## src/rtl/edge_scan_controller.sv

```systemverilog
// Raster-scan sequencer for sobel_processor: steps pixel coordinates in lockstep with
// the processor's 10-cycle period and packs the delayed edge results into BRAM words.
module edge_scan_controller #(
    parameter int IMG_WIDTH     = 1280,
    parameter int IMG_HEIGHT    = 720,
    parameter int ADDR_WIDTH    = 20,
    parameter int SOBEL_PERIOD  = 10,
    parameter int SOBEL_LATENCY = 5,
    parameter int OUT_WORD_BITS = 8
) (
    input  logic                     clk,
    input  logic                     reset,
    input  logic                     start,
    input  logic                     abort,
    output logic                     busy,
    output logic                     done,
    output logic                     sobel_reset,
    output logic signed [31:0]       x_center,
    output logic signed [31:0]       y_center,
    input  logic                     edge_detected,
    output logic                     edge_wr_en,
    output logic [ADDR_WIDTH-1:0]    edge_wr_addr,
    output logic [OUT_WORD_BITS-1:0] edge_wr_data,
    output logic [ADDR_WIDTH-1:0]    edge_count
);

    localparam int NPIX = IMG_WIDTH * IMG_HEIGHT;
    localparam int BW   = (OUT_WORD_BITS > 1) ? $clog2(OUT_WORD_BITS) : 1;

    typedef enum logic [1:0] {IDLE, SCAN, DRAIN, DONE} state_t;
    state_t state, state_nxt;

    logic [3:0]               phase;
    logic [ADDR_WIDTH-1:0]    pix_idx;
    logic [SOBEL_LATENCY-1:0] tag_pipe;
    logic [OUT_WORD_BITS-1:0] pack;
    logic [OUT_WORD_BITS-1:0] pack_set;
    logic [BW-1:0]            bit_pos;
    logic [ADDR_WIDTH-1:0]    word_addr;
    logic [ADDR_WIDTH-1:0]    run_count;
    logic                     calc;
    logic                     pix_last;
    logic                     tag_exit;
    logic                     pipe_empty;
    logic                     abort_now;

    always_comb begin
        calc       = (state == SCAN) && (phase == 4'(SOBEL_PERIOD - 1));
        pix_last   = (pix_idx == ADDR_WIDTH'(NPIX - 1));
        tag_exit   = tag_pipe[SOBEL_LATENCY-1];
        pipe_empty = (tag_pipe == '0);
        abort_now  = abort && ((state == SCAN) || (state == DRAIN));
        pack_set   = pack | (OUT_WORD_BITS'(edge_detected) << bit_pos);
    end

    always_ff @(posedge clk or posedge reset) begin
        if (reset) state <= IDLE;
        else       state <= state_nxt;
    end

    always_comb begin
        state_nxt = state;
        case (state)
            IDLE:  if (start) state_nxt = SCAN;
            SCAN:  if (abort) state_nxt = IDLE;
                   else if (calc && pix_last) state_nxt = DRAIN;
            DRAIN: if (abort) state_nxt = IDLE;
                   else if (pipe_empty) state_nxt = DONE;
            DONE:  state_nxt = IDLE;
            default: state_nxt = IDLE;
        endcase
    end

    always_ff @(posedge clk or posedge reset) begin
        if (reset) begin
            busy         <= 1'b0;
            done         <= 1'b0;
            sobel_reset  <= 1'b1;
            x_center     <= '0;
            y_center     <= '0;
            edge_wr_en   <= 1'b0;
            edge_wr_addr <= '0;
            edge_wr_data <= '0;
            edge_count   <= '0;
            phase        <= '0;
            pix_idx      <= '0;
            tag_pipe     <= '0;
            pack         <= '0;
            bit_pos      <= '0;
            word_addr    <= '0;
            run_count    <= '0;
        end else begin
            edge_wr_en <= 1'b0;
            done       <= 1'b0;
            if ((state == IDLE) && start) begin
                busy        <= 1'b1;
                sobel_reset <= 1'b0;
                x_center    <= '0;
                y_center    <= '0;
                phase       <= '0;
                pix_idx     <= '0;
                tag_pipe    <= '0;
                pack        <= '0;
                bit_pos     <= '0;
                word_addr   <= '0;
                run_count   <= '0;
            end else if (abort_now) begin
                // any partially packed word is dropped, not flushed
                busy        <= 1'b0;
                sobel_reset <= 1'b1;
                tag_pipe    <= '0;
                pack        <= '0;
                bit_pos     <= '0;
            end else begin
                if (state == SCAN) begin
                    phase <= calc ? 4'd0 : phase + 4'd1;
                    if (calc) begin
                        if (pix_last) begin
                            sobel_reset <= 1'b1;
                        end else begin
                            pix_idx <= pix_idx + ADDR_WIDTH'(1);
                            if (x_center == IMG_WIDTH - 1) begin
                                x_center <= '0;
                                y_center <= y_center + 32'sd1;
                            end else begin
                                x_center <= x_center + 32'sd1;
                            end
                        end
                    end
                end
                if ((state == SCAN) || (state == DRAIN))
                    tag_pipe <= (tag_pipe << 1) | SOBEL_LATENCY'(calc);
                // results return strictly in pixel order, so position counters replace the tag index
                if (tag_exit) begin
                    run_count <= run_count + ADDR_WIDTH'(edge_detected);
                    if (bit_pos == BW'(OUT_WORD_BITS - 1)) begin
                        edge_wr_en   <= 1'b1;
                        edge_wr_addr <= word_addr;
                        edge_wr_data <= pack_set;
                        word_addr    <= word_addr + ADDR_WIDTH'(1);
                        pack         <= '0;
                        bit_pos      <= '0;
                    end else begin
                        pack    <= pack_set;
                        bit_pos <= bit_pos + BW'(1);
                    end
                end
                if ((state == DRAIN) && pipe_empty) begin
                    done       <= 1'b1;
                    edge_count <= run_count;
                end
                if (state == DONE) busy <= 1'b0;
            end
        end
    end

endmodule
```

## config.mk

```make
export PLATFORM = sky130hd
export DESIGN_NAME = edge_scan_controller
export DESIGN_NICKNAME = d
export VERILOG_FILES = /design/src/rtl/edge_scan_controller.sv
export SDC_FILE = /design/constraint.sdc
export NUM_CORES = 1
export LEC_CHECK = 0
export CORE_AREA = 2 2 134 136
export CTS_CLUSTER_SIZE = 30
export DETAILED_ROUTE_END_ITERATION = 12
export DIE_AREA = 0 0 136 138
export GPL_TIMING_DRIVEN = 1
export PLACE_DENSITY = 0.8
export SYNTH_ARGS = -nofsm -noshare
export SYNTH_HDL_FRONTEND = slang
export SYNTH_SLANG_ARGS = --single-unit
```

## constraint.sdc

```tcl
create_clock -name clk -period 7.85 [get_ports clk]
set_input_delay 1.9625 -clock clk [delete_from_list [all_inputs] [get_ports clk]]
set_output_delay 1.9625 -clock clk [all_outputs]
set_load 0.01 [all_outputs]
```

# ---- Yosys cells after proc, flatten, opt, wreduce, memory -nomap -nowiden
# Index checks and enable logic that the tools add are counted.
dict set report word_totals {
  mem_count 0
  latchBits 0
  regBits 198
  ramBits 0
  wordCells 129
  output_inout_bits 116
  rom_bits 0
}
dict set report classes {
  n_bitwise 4
  mul 0
  n_reduce_logical 28
  magnitude_cmp 0
  eq_ne 12
  addsub 7
  n_mux 60
  n_shift 1
  n_div 0
}
# op n
set ops {}
lappend ops {{32-bit two-way mux} 12}
lappend ops {{20-bit two-way mux} 12}
lappend ops {{32-bit by 2-bit adder with 32-bit output, second input constant} 2}
lappend ops {{20-bit by 1-bit adder with 20-bit output, second input constant} 2}
lappend ops {{32-bit by 12-bit equality test with 1-bit output, second input constant} 1}
lappend ops {{8-bit two-way mux} 4}
lappend ops {{20-bit by 1-bit adder with 20-bit output} 1}
lappend ops {{20-bit equality test, second input constant} 1}
lappend ops {{3-bit nonzero test} 6}
lappend ops {{4-bit two-way mux} 4}
lappend ops {{1-bit two-way mux} 15}
lappend ops {{5-bit two-way mux} 3}
lappend ops {{3-bit two-way mux} 4}
lappend ops {{3-bit AND reduction} 4}
lappend ops {{2-bit two-way mux} 5}
lappend ops {{2-bit nonzero test} 5}
lappend ops {{8-bit bitwise OR} 1}
lappend ops {{2-bit case mux with 4 select lines} 1}
lappend ops {{4-bit AND reduction} 2}
lappend ops {{1-bit by 3-bit left shift with 8-bit output} 1}
lappend ops {{1-bit logical AND} 5}
lappend ops {{5-bit logical NOT} 1}
lappend ops {{5-bit by 1-bit bitwise OR with 5-bit output} 1}
lappend ops {{5-bit AND reduction} 1}
lappend ops {{other kinds (14)} 18}

# ---- Depth between registers and ports, before layout
# Gate-level depths: netlist (run 1).
dict set report logic_depth {
  depth_word 7
  depth_mapped 11
  depth_no_buf 8
}

# ---- Worst setup path before layout (run 1)
# No wires, ideal clock.
dict set report synth_path {
  path_type {input-to-reg}
  startpoint {input start}
  endpoint {register edge_wr_addr[10]}
  required_ns 7.725
  setup_slack_ns 4.225
  cell_stages 5
  arrival_ns 3.500
  path_cell_list {and2_1 > clkbuf_1 > nor3_2 > clkbuf_1 > mux2_2}
}
dict set report synth_between {
  elab_chain_cells 3
}
# element line_no
set synth_rtl {}
lappend synth_rtl {{start, declared} 13} ;# input logic start,
lappend synth_rtl {{1-bit logical AND} 95} ;# if ((state == IDLE) && start) begin
lappend synth_rtl {{1-bit inverter (no line)} --}
lappend synth_rtl {{4-bit AND reduction (no line)} --}
lappend synth_rtl {{end signal, assigned} 138} ;# edge_wr_addr <= word_addr;
lappend synth_rtl {{end, declared} 22} ;# output logic [ADDR_WIDTH-1:0] edge_wr_addr,
# No other way between the ends.
# A chain may end at the register's enable or synchronous reset.

# ---- Worst setup path in the final report (run 1)
dict set report layout_path {
  startpoint {input start}
  endpoint {register edge_wr_addr[0]}
}
# Same word-level chain as after synthesis.

==> results of run 1 <==
logic make-up (layout without fill, tap and decap cells):
family | count (synthesis) | count (layout)
compound gates | 133 | 133
xor+xnor | 83 | 83
fa+ha+maj | 15 | 15
buf+inv | 63 | 181
flops | 198 | 198
mux | 25 | 25
simple gates | 484 | 484
layout make-up:
type,instances,area (um2)
inverters,23,93.8
fillers,1401,5980
flip-flops and latches,198,4960
repair buffers,126,1250
clock inverters,13,160
well taps,229,287
multi-input cells,740,4350
clock buffers,19,453
worst max-delay path by stage:
stage	startpoint	to	slack [ns]
after floorplan	reset	bit_pos[0]	0.49
after global placement	start	edge_wr_addr[6]	3.12
after detailed placement	start	edge_wr_addr[4]	3.09
after CTS	start	edge_wr_addr[0]	3.54
after global routing	start	edge_wr_addr[5]	3.34
final	start	edge_wr_addr[0]	3.51
worst max-delay path: stages:
cell and delay (ns):
clkdlybuf4s50_1 0.45, and2_4 0.28, buf_4 0.41, nor3_4 0.75, buf_4 0.37, mux2_2 0.36
layout by cell type, fill, tap and decap left out, types with 23 or more instances in the layout:
cell / n
xnor2_1: 60
nor3_1: 35
o21ai_0: 45
a21oi_1: 48
dfrtp_1: 197
clkdlybuf4s50_1: 120
nand2_1: 119
nor2_1: 132
xor2_1: 23
nor4_1: 30
nand3_1: 53
power by group through the flow:
stage | Clock, W | Combinational [W] | Sequential, W
floorplan | 0 | 0.000203 | 0.00110
global placement | 0 | 0.000302 | 0.00109
detailed placement | 0 | 0.000307 | 0.00109
CTS | 0.000916 | 0.000308 | 0.00107
global route | 0.000957 | 0.000343 | 0.00108
finish | 0.000906 | 0.000307 | 0.00107
layer usage:
layer,vias to the layer above,share of wire,routed length [um],track usage
met3,38,0.055,1200,0.0550
met1,3805,0.45,9710,0.340
met5,-,0,0,0
met4,0,0.016,339,0.0669
met2,238,0.48,10400,0.375
li1,3683,-,-,-
sequential cells by signal, indices dropped and copies added (netlist names), 20 cells and up:
register	flops
edge_count	20
pix_idx	20
x_center	32
run_count	20
y_center	32
word_addr	20
edge_wr_addr	20
through the flow:
stage | setup slack, ns | cell area [um2] | hold slack [ns] | utilization | std cells
2_1_floorplan | 0.492 | 9570 | 0.460 | - | 1001
3_3_place_gp | 3.12 | 10900 | 0.457 | 0.624 | 1316
3_5_place_dp | 3.09 | 10900 | 0.461 | 0.624 | 1316
4_1_cts | 3.54 | 11500 | 0.479 | 0.659 | 1348
5_1_grt | 3.34 | 11500 | 0.499 | 0.659 | 1348
6_report | 3.51 | 11500 | 0.473 | 0.659 | 1348
==> results.yml, run 1 <==
outcome:
  status: "finished, final reports clean"
logic_synthesis:
  ys_seq_area_frac: 0.518
  synthesis.nets: 1021
  synth_xor_area_frac: 0.0759
  synthFlopType: "dfrtp_1"
  synth_area_mm2: 0.00957
  ys_ff_latch: 198
  synth_cell_type_count: 63
  syn_inst: 1001
  yosys.area_share.simple: 0.248
  synth_top_family_by_area: "simple AND/OR/NAND/NOR gates"
  synth_top_area_share: 0.515
  synth_top_area_cell: "dfrtp_1"
  async_flop_share: 1.00
  synth-adder-area-share: 0.0196
  synth.most_common_cell: "dfrtp_1"
  yosys_warnings: 0
  synth-compound-area-share: 0.0821
  yosys-top-cells-area: "dfrtp_1, xnor2_1, nor2_1, nand2_1, nand3_1"
  synthMuxAreaShare: 0.0288
  synthTopCellsByCount: "dfrtp_1, nor2_1, nand2_1, xnor2_1, nand3_1"
  synth_edf_count: 0
  avgSynthCellArea_um2: 9.56
clock_tree:
  hold_buffers: 0
  clkLatencyLatePin_ns: 0.44
  cts-resized-gates: 0
  clkSinkCount: 198
  clockBufferDepth: 2
  postCtsSetupBuffers: 0
  cts_tree: "yes"
  clockRootBuffer: "clkbuf_16"
  h-tree-depth: 4
  cts_made_buffers: 17
  clk_pin_slew_ns: 0.07
sta:
  setup_tns_ns: 0
  worst_pin_slew_ns: 1.16
  setup_viol: 0
  slew_headroom: 0.224
  drv_slew: 0
  fin_crit_sh: 0.553
  skew_ns: 0.0105
  max_freq_ghz: 0.230
  rsz0062_at_grt: "no"
  fin_crit_ns: 4.34
  hold_viol: 0
placed_design:
  place.gp.congestion: 0.828
  dp_hpwl_um: 14300
  numPortBuffers: 120
power:
  clkPwrFrac: 0.397
  combinationalPowerShare: 0.134
  p_seq_frac: 0.469
  switching_share: 0.282
  total_power_w: 0.00229
  p_sw_w: 0.000644
  max-vdd-ir-drop_mv: 0.164
  p_int_w: 0.00164
  p_leak_nw: 4.88
  power_density_mw_per_mm2: 198
floorplan:
  die_y_um: 138
  rows: 49
  die_x_um: 136
  core_area_mm2: 0.0175
  initial_core_util: 0.546
  dieArea_mm2: 0.0188
  io_pins: 121
drt:
  viasPerCell: 5.76
  num_vias: 7764
  wire_per_inst_um: 16.1
  wl_um: 21700
  drtIter0Drc: 824
  firstDrtPassIters: 5
  postRouteAntennaNets: 0
  drc: 0
global_route:
  grt_use_total: 0.241
  overflow: 0
  grt_pass1_wl_um: 36900
  antenna_found_initial: 0
  grt_pass1_vias: 7452
  grt_max_degree: 118
layout:
  antenna_cells: 0
  area_growth_pct: 20.7
  nets: 1126
  drive_gt1_frac: 0.0661
job:
  cap_violations: 0
critical_path:
  rrSetupSlack_ns: 4.65
  worst_setup_path_end_kind: "flip-flop"
  critPathMaxFanout: 82
  rr_endpoint: "y_center[18]"
  r2r-start: "state[0]"
  r2r_cells: 8
  cp-start-kind: "primary input"
  cp.required_ns: 8.17
  worstSetupPathType: "in2reg"
  worstPathArrival_ns: 4.66
hold_path:
  hold_path_end: "edge_count[7]"
  hold_class: "reg2reg"
  worstHoldPathCells: 2
  hold_start: "edge_count[7]"
(Power assumes the default switching activity.)
==> inputs of run 2 (changes only) <==
==> constraint.sdc (replaced) <==
create_clock -name clk -period 4.2 [get_ports clk]
set_input_delay 1.05 -clock clk [delete_from_list [all_inputs] [get_ports clk]]
set_output_delay 1.05 -clock clk [all_outputs]
set_load 0.01 [all_outputs]
==> results.yml, run 2 (synthesis results as in run 1) <==
global_route:
  overflow: 0
  grt_use_total: 0.241
  antenna_found_initial: 0
  grt_max_degree: 55
  grt_pass1_vias: 7582
  grt_pass1_wl_um: 37000
layout:
  fillers: 1382
  final_common_cell: "dfrtp_1"
  mostFrequentLayoutCells: "dfrtp_1, nor2_1, clkdlybuf4s50_1"
  nets: 1133
  area_growth_pct: 21.6
  final_util: 0.664
  reg_top3: "x_center: 32 flops, y_center: 32 flops"
  register_area_mm2: 0.00496
  multiInputGateArea_mm2: 0.00435
  antenna_cells: 0
  drive_gt1_frac: 0.0693
clock_tree:
  clk_pin_slew_ns: 0.07
  postCtsSetupBuffers: 0
  h-tree-depth: 4
  clkLatencyLatePin_ns: 0.43
  cts_made_buffers: 17
  hold_buffers: 0
  cts_tree: "yes"
  clockRootBuffer: "clkbuf_16"
  clockBufferDepth: 2
  cts-resized-gates: 0
  clkSinkCount: 198
floorplan:
  core_area_mm2: 0.0175
  die_x_um: 136
  die_y_um: 138
  dieArea_mm2: 0.0188
  initial_core_util: 0.546
  rows: 49
  io_pins: 121
placed_design:
  numPortBuffers: 120
  dp_hpwl_um: 14700
  place.gp.congestion: 0.855
sta:
  rsz0062_at_grt: "no"
  fin_crit_sh: 0.795
  skew_ns: 0.00881
  drv_slew: 0
  slew_headroom: 0.231
  fin_crit_ns: 3.34
  hold_viol: 0
  max_freq_ghz: 0.299
  worst_pin_slew_ns: 1.15
  setup_viol: 0
  setup_tns_ns: 0
power:
  power_density_mw_per_mm2: 372
  total_power_w: 0.00434
  p_sw_w: 0.00117
  combinationalPowerShare: 0.138
  max-vdd-ir-drop_mv: 0.337
  p_leak_nw: 4.92
  clkPwrFrac: 0.399
  p_seq_frac: 0.463
  p_int_w: 0.00317
  switching_share: 0.270
critical_path:
  critPathMaxFanout: 15
  cp-start-kind: "primary input"
  worst_setup_path_end_kind: "flip-flop"
  cp.required_ns: 4.50
  r2r_cells: 8
  worstSetupPathType: "in2reg"
  worstPathArrival_ns: 3.64
drt:
  num_vias: 7809
  viasPerCell: 5.76
  postRouteAntennaNets: 0
  drc: 0
  wl_um: 21900
  wire_per_inst_um: 16.2
  drtIter0Drc: 539
  firstDrtPassIters: 5
hold_path:
  hold_class: "reg2reg"
  worstHoldPathCells: 2
job:
  cap_violations: 0
outcome:
  status: "finished, final reports clean"
## run 2: metrics by stage
step / hold slack [ns] / area [um2] / instances / setup WS [ns]
6_report: 0.473 / 11600 / 1355 / 0.861
5_1_grt: 0.499 / 11600 / 1355 / 0.672
4_1_cts: 0.481 / 11600 / 1355 / 0.895
3_5_place_dp: 0.464 / 11000 / 1323 / 0.445
3_3_place_gp: 0.458 / 11000 / 1323 / 0.616
2_1_floorplan: 0.460 / 9580 / 1001 / 0.590
## run 2: cell type report
cell class / instances / share of cell area
Sequential cell: 198 / 0.426
Multi-Input combinational cell: 740 / 0.374
Timing Repair Buffer: 133 / 0.115
Clock buffer: 21 / 0.0387
Tap cell: 229 / 0.0246
Clock inverter: 11 / 0.0146
Inverter: 23 / 0.00774
## run 2: critical path, stage by stage
cell and delay [ns]:
clkdlybuf4s50_1 0.48, and2_1 0.32, nor4_1 0.56, nand2_1 0.51, nor4_1 0.50, xnor2_1 0.16, nor2_1 0.05
## run 2: layer usage
metal  global-route usage  vias up  wire [um]
met3               0.0473       35       1170
met2                0.384      231      10600
met1                0.333     3843       9810
met4               0.0762        0        355
met5                    0        -          0
li1                     -     3700          -
## run 2: path summary, 6_finish.rpt
| check | slack, ns | startpoint | endpoint |
|---|---|---|---|
| setup / recovery | 0.86 | abort | y_center[30] |
| hold / removal | 0.47 | edge_count[19] | edge_count[19] |
| setup reg to reg | 0.90 | pix_idx[0] | x_center[29] |
| hold reg to reg | 0.47 | edge_count[19] | edge_count[19] |
| max in group asynchronous | 2.29 | reset | edge_count[0] |
| min in group asynchronous | 1.12 | reset | edge_count[5] |
## run 2: power groups by stage
stage / Clock (W) / Sequential, W / Combinational, W
after detailed placement: 0 / 0.00204 / 0.000601
after floorplan: 0 / 0.00205 / 0.000380
final: 0.00173 / 0.00201 / 0.000600
after global placement: 0 / 0.00204 / 0.000587
after global routing: 0.00183 / 0.00201 / 0.000667
after CTS: 0.00176 / 0.00201 / 0.000603
==> inputs of run 3 (changes only) <==
--- a/config.mk
+++ b/config.mk
@@ -5,12 +5,12 @@
 export SDC_FILE = /design/constraint.sdc
 export NUM_CORES = 1
 export LEC_CHECK = 0
-export CORE_AREA = 2 2 134 136
+export CORE_AREA = 2 2 142 144
 export CTS_CLUSTER_SIZE = 30
 export DETAILED_ROUTE_END_ITERATION = 12
-export DIE_AREA = 0 0 136 138
+export DIE_AREA = 0 0 144 146
 export GPL_TIMING_DRIVEN = 1
-export PLACE_DENSITY = 0.8
+export PLACE_DENSITY = 0.75
 export SYNTH_ARGS = -nofsm -noshare
 export SYNTH_HDL_FRONTEND = slang
 export SYNTH_SLANG_ARGS = --single-unit
==> constraint.sdc (replaced) <==
create_clock -name clk -period 2.7 [get_ports clk]
set_input_delay 0.675 -clock clk [delete_from_list [all_inputs] [get_ports clk]]
set_output_delay 0.675 -clock clk [all_outputs]
set_load 0.01 [all_outputs]
==> results.yml, run 3 (synthesis results as in run 1) <==
outcome:
  status: "finished, final reports clean"
floorplan:
  rows: 51
  core_area_mm2: 0.0193
  die_x_um: 144
  io_pins: 121
  initial_core_util: 0.495
  dieArea_mm2: 0.0210
  die_y_um: 146
drt:
  drc: 0
  drtIter0Drc: 486
  postRouteAntennaNets: 0
  wl_um: 22100
  firstDrtPassIters: 5
  wire_per_inst_um: 15.4
  num_vias: 7959
  viasPerCell: 5.52
sta:
  fin_crit_ns: 2.62
  worst_pin_slew_ns: 0.645
  fin_crit_sh: 0.969
  rsz0062_at_grt: "yes"
  hold_viol: 0
  slew_headroom: 0.569
  skew_ns: 0.0124
  setup_viol: 0
  drv_slew: 0
  max_freq_ghz: 0.382
critical_path:
  max_stage_delay_ns: 0.53
  cp.required_ns: 3.02
  worstSetupPathType: "reg2reg"
  cp-start-kind: "flip-flop"
  worstPathArrival_ns: 2.94
  critPathMaxFanout: 8
  worst_setup_path_end_kind: "flip-flop"
  path_cells: "ha_2 > or4bb_4 > or4_4 > o21ai_2 > buf_4 > nor4_1 > buf_4 > xnor2_1 > nor2_1"
  crit_path_frequent_cell: "buf_4"
  rr_endpoint: "x_center[21]"
  cp-startpoint: "pix_idx[0]"
  r2r_cells: 9
  slowest_stage: "or4bb_4"
  endpoint: "x_center[21]"
  r2r-start: "pix_idx[0]"
  rrSetupSlack_ns: 0.08
placed_design:
  numPortBuffers: 120
  place_inst: 1408
  place.gp.congestion: 0.852
  dp_hpwl_um: 15500
  post_dp_cell_area_mm2: 0.0115
global_route:
  grt_pass1_vias: 7519
  grt_max_degree: 47
  antenna_found_initial: 0
  grt_use_total: 0.217
  overflow: 0
  grt_pass1_wl_um: 36900
clock_tree:
  h-tree-depth: 4
  cts_tree: "yes"
  clkLatencyLatePin_ns: 0.44
  clkSinkCount: 198
  clk_pin_slew_ns: 0.07
  clockBufferDepth: 2
  clockRootBuffer: "clkbuf_16"
  cts_made_buffers: 17
  hold_buffers: 0
job:
  cap_violations: 0
layout:
  area_growth_pct: 26.7
  nets: 1183
  final_area_mm2: 0.0121
  finalNonFillerCells: 1441
  mostFrequentLayoutCells: "dfrtp_1, nor2_1, clkdlybuf4s50_1"
  reg_top3: "x_center: 32 flops, y_center: 32 flops"
  final_common_cell: "dfrtp_1"
  antenna_cells: 0
  final_util: 0.627
  drive_gt1_frac: 0.115
  fillers: 1581
hold_path:
  hold_class: "reg2reg"
  hold_start: "edge_count[17]"
power:
  p_leak_nw: 5.21
  max-vdd-ir-drop_mv: 0.487
  power_density_mw_per_mm2: 544
==> run 3: metrics by stage <==
| step | hold WS (ns) | setup TNS, ns | setup WS [ns] | power, W |
|---|---|---|---|---|
| after floorplan | 0.460 | -105.31 | -0.535 | 0.00378 |
| after global placement | 0.459 | 0 | 0.0191 | 0.00416 |
| after detailed placement | 0.464 | -0.0582 | -0.0582 | 0.00419 |
| after CTS | 0.482 | 0 | 0.0000682 | 0.00665 |
| after global routing | 0.494 | -0.0448 | -0.0448 | 0.00691 |
| final | 0.475 | 0 | 0.0840 | 0.00660 |
==> run 3: worst max-delay path: cells and delay by family (launching register included) <==
| kind | cells | cell delay (ns) |
|---|---|---|
| simple gates | 4 | 1.07 |
| fa+ha+maj | 1 | 0.21 |
| flops | 1 | 0.40 |
| compound gates | 1 | 0.35 |
| buf+inv | 2 | 0.34 |
| xor+xnor | 1 | 0.13 |
==> run 3: power by group <==
group | switching, W | total (W) | internal, W
combinational | 0.000662 | 0.00103 | 0.000370
clock | 0.00122 | 0.00244 | 0.00123
sequential | 0.0000701 | 0.00312 | 0.00305
total | 0.00195 | 0.00660 | 0.00465
==> run 3: area by class of cell <==
cell class              instances  area, um2  share of cell area
flip-flops and latches        198       4960               0.409
multi-input cells             740       4390               0.362
repair buffers                183       1790               0.148
clock buffers                  18        429              0.0354
well taps                     265        332              0.0273
clock inverters                14        140              0.0116
inverters                      23       90.1             0.00743
==> run 3: metal layers <==
metal / part of all wire / up-vias / track usage
li1: - / 3816 / -
met2: 0.48 / 239 / 0.341
met1: 0.46 / 3874 / 0.301
met5: 0 / - / 0
met3: 0.051 / 30 / 0.0444
met4: 0.013 / 0 / 0.0696
==> run 3: what timing repair did <==
| item | in CTS | in global routing |
|---|---|---|
| pin swaps | 1 | 2 |
| buffers inserted | 0 | 1 |
| gates resized for setup | 0 | 8 |
| endpoints found under the setup margin | 1 | 7 |
==> run 3: how the worst min path moves through the flow <==
stage / to / cells after the start / slack [ns]
global placement: edge_count[19] / 2 / 0.46
finish: edge_count[17] / 2 / 0.48
global route: edge_count[11] / 2 / 0.49
floorplan: edge_count[19] / 2 / 0.46
detailed placement: edge_count[17] / 2 / 0.46
CTS: edge_count[17] / 2 / 0.48
